===== src/rtl/uart_tx_arbiter.sv =====
// Round-robin arbiter sharing one uArtTx byte transmitter among NUM_REQ byte sources.
// Define UART_ARB_FIXED_PRIO_EN to replace round-robin with fixed lowest-index-wins priority.
module uart_tx_arbiter #(
  parameter int NUM_REQ      = 4,
  parameter int CLKS_PER_BIT = 87,
  parameter int GAP_CYCLES   = 2,
  parameter int FRAME_CYCLES = 10*CLKS_PER_BIT+2,
  localparam int OW          = (NUM_REQ > 1) ? $clog2(NUM_REQ) : 1
) (
  input  logic                 clkTx,
  input  logic                 rst,
  input  logic [NUM_REQ-1:0]   req,
  input  logic [8*NUM_REQ-1:0] req_data,
  output logic [NUM_REQ-1:0]   ack,
  output logic [7:0]           tx_data,
  output logic                 tx_start,
  output logic                 busy,
  output logic [OW-1:0]        owner
);

  localparam int CNT_W = $clog2(FRAME_CYCLES+GAP_CYCLES+1);
  localparam logic [CNT_W-1:0] RELOAD = CNT_W'(FRAME_CYCLES+GAP_CYCLES-1);

  // The frame must at least cover start, 8 data and stop bits of the transmitter.
  if (NUM_REQ < 2 || NUM_REQ > 8) begin : g_bad_num_req
    $error("uart_tx_arbiter: NUM_REQ must be within 2..8");
  end
  if (FRAME_CYCLES < 10*CLKS_PER_BIT) begin : g_bad_frame
    $error("uart_tx_arbiter: FRAME_CYCLES shorter than one serial frame");
  end

  typedef enum logic [1:0] {
    ST_FLUSH,
    ST_IDLE,
    ST_LAUNCH,
    ST_WAIT
  } state_e;

  state_e               state_q, state_d;
  logic [CNT_W-1:0]     cnt_q, cnt_d;
  logic [NUM_REQ-1:0]   ack_q, ack_d;
  logic [7:0]           tx_data_q, tx_data_d;
  logic                 tx_start_q, tx_start_d;
  logic [OW-1:0]        owner_q, owner_d;

  logic                 found;
  int                   win;

  // Winner search: first set request starting just after the previous owner, wrapping.
  always_comb begin
    int base;
    int idx;
    found = 1'b0;
    win   = 0;
`ifdef UART_ARB_FIXED_PRIO_EN
    base  = 0;
`else
    base  = int'(owner_q) + 1;
    if (base >= NUM_REQ) base = 0;
`endif
    for (int k = 0; k < NUM_REQ; k++) begin
      idx = base + k;
      if (idx >= NUM_REQ) idx = idx - NUM_REQ;
      if (!found && req[idx]) begin
        found = 1'b1;
        win   = idx;
      end
    end
  end

  always_comb begin
    state_d    = state_q;
    cnt_d      = cnt_q;
    ack_d      = '0;
    tx_start_d = 1'b0;
    tx_data_d  = tx_data_q;
    owner_d    = owner_q;
    unique case (state_q)
      ST_FLUSH: begin
        if (cnt_q == '0) state_d = ST_IDLE;
        else             cnt_d   = cnt_q - CNT_W'(1);
      end
      ST_IDLE: begin
        if (found) begin
          tx_data_d  = req_data[win*8 +: 8];
          owner_d    = OW'(win);
          ack_d[win] = 1'b1;
          state_d    = ST_LAUNCH;
        end
      end
      ST_LAUNCH: begin
        tx_start_d = 1'b1;
        cnt_d      = RELOAD;
        state_d    = ST_WAIT;
      end
      ST_WAIT: begin
        if (cnt_q == '0) state_d = ST_IDLE;
        else             cnt_d   = cnt_q - CNT_W'(1);
      end
      default: state_d = ST_FLUSH;
    endcase
  end

  // Reset flushes a full frame plus gap so a frame already handed to the
  // un-resettable transmitter can finish before the next launch.
  always_ff @(posedge clkTx) begin
    if (rst) begin
      state_q    <= ST_FLUSH;
      cnt_q      <= RELOAD;
      ack_q      <= '0;
      tx_data_q  <= 8'h00;
      tx_start_q <= 1'b0;
      owner_q    <= OW'(NUM_REQ-1);
    end else begin
      state_q    <= state_d;
      cnt_q      <= cnt_d;
      ack_q      <= ack_d;
      tx_data_q  <= tx_data_d;
      tx_start_q <= tx_start_d;
      owner_q    <= owner_d;
    end
  end

  assign ack      = ack_q;
  assign tx_data  = tx_data_q;
  assign tx_start = tx_start_q;
  assign owner    = owner_q;
  assign busy     = (state_q != ST_IDLE);

endmodule

===== config.mk =====
export PLATFORM = sky130hd
export DESIGN_NAME = uart_tx_arbiter
export DESIGN_NICKNAME = d
export VERILOG_FILES = /design/src/rtl/uart_tx_arbiter.sv
export SDC_FILE = /design/constraint.sdc
export NUM_CORES = 1
export LEC_CHECK = 0
export BUFFER_PORTS_ARGS = -buffer_cell sky130_fd_sc_hd__buf_2
export CORE_MARGIN = 2
export CORE_UTILIZATION = 50
export CTS_BUF_LIST = sky130_fd_sc_hd__clkbuf_2 sky130_fd_sc_hd__clkbuf_4 sky130_fd_sc_hd__clkbuf_8
export CTS_CLUSTER_SIZE = 40
export DETAILED_ROUTE_END_ITERATION = 10
export PLACE_DENSITY = 0.77
export SYNTH_ARGS = -nofsm -noshare
export SYNTH_HDL_FRONTEND = slang
export SYNTH_SLANG_ARGS = --single-unit

===== constraint.sdc =====
create_clock -name clkTx -period 3.8 [get_ports clkTx]
set_input_delay 1.14 -clock clkTx [delete_from_list [all_inputs] [get_ports clkTx]]
set_output_delay 1.14 -clock clkTx [all_outputs]
set_load 0.05 [all_outputs]

* Yosys cells after proc, flatten, opt, wreduce, memory -nomap -nowiden
Index checks and enable logic that the tools add are counted.
Operators by class: add/sub/neg operators 9, multipliers 0, div/mod/pow operators 0, magnitude comparators 11, equal/unequal tests 7, shifts and indexed selects 1, mux-type cells 33, bitwise operators 2, reductions and logical operators 15
Operator list (count):
- $mux W32 | 8
- $lt A32 B4 Y1 const B | 5
- $ge A32 B1 Y1 const B | 1
- $ge A32 B4 Y1 const B | 1
- $shiftx A32 B32 Y8 | 1
- $sub A32 B4 Y32 const B | 1
- $pmux W10 S2 | 1
- $sub A4 B3 Y5 const B | 3
- $mux W1 | 14
- $ge A4 B3 Y1 const B | 3
- $logic_not A10 Y1 | 1
- $mux W10 | 1
- $sub A10 B1 Y10 const B | 1
- $add A3 B2 Y4 const B | 2
- $bmux W1 S2 | 4
- $pmux W2 S3 | 1
- $reduce_and A2 Y1 | 3
- $add A3 B1 Y4 const B | 1
- $eq A2 B2 Y1 const B | 2
- $logic_and A1 B1 Y1 | 4
- $mux W2 | 2
- $ne A2 B1 Y1 const B | 2
- $ne A2 B2 Y1 const B | 2
- $add A2 B1 Y3 const B | 1
- other kinds (10) | 13
Word-level totals: bits in registers 27, latch bits 0, RAM bits 0, bits in read-only memories 0, bits of input ports 38, output and inout bits 16, logic and storage cells 84, memories kept 0

* Depth between registers and ports, before layout
depth after elaboration 22, mapped depth 11, depth with buffers taken out 9

* Least setup slack after synthesis
No wires, ideal clock.
path kind reg-to-reg, start reg owner_q[0], in the netlist owner[0], end reg tx_data_q[1], in the netlist tx_data[1], library setup time 141 ps, data arrival time 2515 ps, slack 1144 ps, cell stages (with the launch flop) 12, clock period less this slack 2656 ps, path through dfxtp_1 buf_6 inv_1 ha_1 clkbuf_1 nor4_2 o21ai_2 and2_1 buf_6 buf_6 a211oi_1 a221oi_2
On the way: longest elaborated chain between the ends 19, elaborated cells on any way between the ends 46, those cells by class add/sub (8); order compare (5); shift (1); mux (25); reduce/logical (7)
RTL lines:
- from (decl) | line 44 | logic [OW-1:0] owner_q, owner_d;
- from (signal assigned) | line 113 | owner_q <= OW'(NUM_REQ-1);
- from (signal assigned) | line 120 | owner_q <= owner_d;
- $add A2 B1 Y3 (*) | line 58 | base = int'(owner_q) + 1;
- $ge A3 B3 Y1 | line 59 | if (base >= NUM_REQ) base = 0;
- $mux W3 (*) | line 59
- $sub A32 B4 Y32 / $ge A32 B4 Y1 (equally long branches) | line 63 | if (idx >= NUM_REQ) idx = idx - NUM_REQ;
- $mux W32 | line 63
- $bmux W1 S2 | line 64 | if (!found && req[idx]) begin
- $mux W1 (implied by the code) (2 in series) | line 64
- $mux W1 | line 64
- [... 2 more ...]
- $mux W1 | line 64
- $logic_not A1 Y1 | line 64
- $logic_and A1 B1 Y1 | line 64
- $mux W1 | line 64
- $logic_not A1 Y1 | line 64
- $logic_and A1 B1 Y1 | line 64
- $mux W32 / $mux W1 (equally long branches) | line 64
- $shiftx A32 B32 Y8 / $reduce_and A2 Y1 (equally long branches)
- to (signal assigned) | line 118 | tx_data_q <= tx_data_d;
- to (decl) | line 42 | logic [7:0] tx_data_q, tx_data_d;
Every way passes the cells marked *; elsewhere a longest branch is shown, timed or not. The select of a mux whose other input is x is not followed. A chain may end at the register's enable or synchronous reset.

* Worst setup path in the final report
Ends and elaborated chain as after synthesis.

==> impl_metrics.csv <==
group,metric,value,unit
run_status,outcome,"finished, final reports clean",
grt,globalRoute.busiestLayer,"met2",
power_and_ir_drop,pwr-share-comb,0.581,
die,rows,22,
power_and_ir_drop,p_sw,0.660,mW
synth,syn_nets,259,
synth,async_reset_ff_frac,0,
grt,antenna_found_initial,0,
worst_setup_path,critPathMaxFanout,13,
power_and_ir_drop,p_leak,0.858,nW
final_layout,fin_util,0.589,
power_and_ir_drop,powerDensity,633,nW/um2
power_and_ir_drop,total_power,1.36,mW
power_and_ir_drop,p_sw_frac,0.487,
power_and_ir_drop,clkPwrFrac,0.124,
die,ioPinCount,54,
grt,grt_use_met1,0.266,
final_layout,final_common_cell,"buf_2",
sta,post-route-period-util,0.787,
power_and_ir_drop,seq_power_share,0.295,
worst_setup_path,critical_path_class,"reg2reg",
sta,slew_violations,0,
detailed_routing,wirelength,4.15,mm
clock_tree,cts_sinks,27,
synth,syn-cell-area,1870,um2
grt,overflow,0,
power_and_ir_drop,internal_power,0.696,mW
worst_setup_path,cp.required,3990,ps
grt,grt_pass1_vias,1588,
sta,setup_viol,0,
power_and_ir_drop,peakVddDrop,0.378,mV
die,core,3630,um2
hold_path,hold_class,"reg2reg",
detailed_routing,vias_per_cell,5.75,
placed_design,gp_congestion,0.933,
detailed_routing,drtAntennaViolNets,0,
die,fp.dieH,65.2,um
detailed_routing,drc_errors,0,
detailed_routing,first_iter_violations,134,
final_layout,instances_no_fill,306,
clock_tree,clk_pin_slew_worst_paths,100,ps
detailed_routing,dr.pass1.iters,4,
final_layout,final_cell_mix,"53 x buf_2, 27 x dfxtp_1, 25 x nand2_1, 11 x inv_1, 11 x nor2_1",
clock_tree,clock_latency,270,ps
synth,synth_seq_cells,27,
clock_tree,ctsRootBufferMaster,"clkbuf_8",
clock_tree,cts_buffers,3,
die,fp.dieArea,4250,um2
clock_tree,post_cts_buffers,0,
clock_tree,tritoncts,"built",
grt,grtUsageTotal,0.199,
synth,synth_edf_count,0,
sta,slew_headroom,0.583,
grt,grt_max_degree,19,
final_layout,fillers,351,
sta,fmax,0.335,GHz
grt,grtUsageMet3,0.0291,
sta,hold_viol,0,
final_layout,syn2layout_area_growth,14.3,%
worst_setup_path,critPathArrivalTime,3180,ps
sta,whs,495,ps
die,die_w,65.2,um
placed_design,dp_hpwl,3.06,mm
clock_tree,cts_max_path_buffers,2,
grt,grt_first_pass_wirelength,6.87,mm
final_layout,fin_nets,305,
die,initial_utilization,0.515,
final_layout,drive_gt1_frac,0.318,
final_layout,antenna_cells,0,
detailed_routing,vias,1761,
synth,yosysWarnings,0,
sta,worst_pin_slew,618,ps
sta,fin_skew,1.45,ps
grt,grt_util_met2,0.334,
sta,timing.setup.tns,0,ps
synth,syn_area_per_cell,8.79,um2
clock_tree,post_cts_resized,0,
synth,synth_cells,213,
job,max_cap_violations,0,
clock_tree,htree_levels,1,
sta,fin_crit,2990,ps
synth,synth.distinct_cells,55,
placed_design,io_buffers,53,
worst_setup_path,end_kind,"flip-flop",
detailed_routing,post_drt_wl_per_cell,13.5,um
synth,ys.flop_type,"dfxtp_1",
worst_setup_path,worst_setup_path_start_kind,"flip-flop",
placed_design,place_inst,302,
clock_tree,cts_hold_buf,0,
synth,synth_seq_area_share,0.289,
sta,rsz0062_at_grt,"no",
-- synth_stat cells, types with 3 or more instances --
cell type,number,area (um2)
nand2b_1,4,25.0
xor2_1,5,43.8
and2_4,3,26.3
a221oi_2,6,90.1
a21o_1,3,22.5
a21boi_0,8,60.1
buf_6,6,67.6
dfxtp_1,27,541
a21oi_1,10,50.1
nand2_1,25,93.8
nor2_1,11,41.3
inv_1,11,41.3
nor3b_1,3,22.5
clkbuf_1,3,11.3
nor4_1,3,18.8
a2111oi_1,5,50.1
o21ai_0,4,20.0
and2_2,5,37.5
ha_1,8,100
nand3_1,5,25.0
nor3_1,9,45.0
a211oi_1,7,52.6
-- power groups by stage --
stage                     clock [mW]  sequential, mW  combinational [mW]
after CTS                      0.174           0.399               0.785
after global placement             0           0.404               0.774
final                          0.168           0.400               0.787
after detailed placement           0           0.406               0.780
after global routing           0.184           0.408               0.868
after floorplan                    0           0.490               0.576
-- stage by stage --
step	setup slack, ps	cell area (um2)
5_1_grt	646	2140
2_1_floorplan	1140	1870
6_report	811	2140
3_5_place_dp	845	2090
3_3_place_gp	885	2090
4_1_cts	856	2140
-- flip-flops by register name (all words and copies together) (netlist names) --
register and flops:
ack 4, cnt_q 10, owner 2, state_q 2, tx_start 1, tx_data 8
-- routing by layer --
layer,up-vias,wire (um)
met2,58,1900
met5,-,0
met3,6,251
li1,877,-
met1,820,1950
met4,0,45
-- cell families (layout without fill, tap and decap cells) --
kind of cell / count (synthesis) / count (layout) / share of synthesized area
DFF: 27 / 27 / 0.289
AOI/OAI and AO/OA: 66 / 66 / 0.311
adders and majority gates: 8 / 8 / 0.0534
and+or+nand+nor: 83 / 83 / 0.240
xor gates and xnor gates: 6 / 6 / 0.0281
buffers and inverters: 23 / 68 / 0.0788
-- final cells by class --
cell class	instances	area [um2]	share of cell area
Timing Repair Buffer	53	265	0.124
Multi-Input combinational cell	163	1180	0.553
Clock inverter	1	7.51	0.00351
Sequential cell	27	541	0.252
Clock buffer	3	41.3	0.0193
Inverter	11	41.3	0.0193
Tap cell	48	60.1	0.0281
-- critical path: stages, from the launching register on --
cell,delay [ps]
dfxtp_1,620
ha_1,470
nor2b_2,120
ha_1,320
a221oi_1,100
a2111oi_2,390
nand3_1,490
a221oi_2,400
-- worst paths after layout --
path / depth (start not counted) / start / endpoint / slack (ps)
worst max-delay path: 7 / owner[0] / tx_data[1] / 810
worst min-delay path: 2 / tx_data[7] / tx_data[7] / 500
worst max register to register: 7 / owner[0] / tx_data[1] / 810
worst min register to register: 2 / tx_data[7] / tx_data[7] / 500
Note: power is estimated with default switching activity, not from simulation.
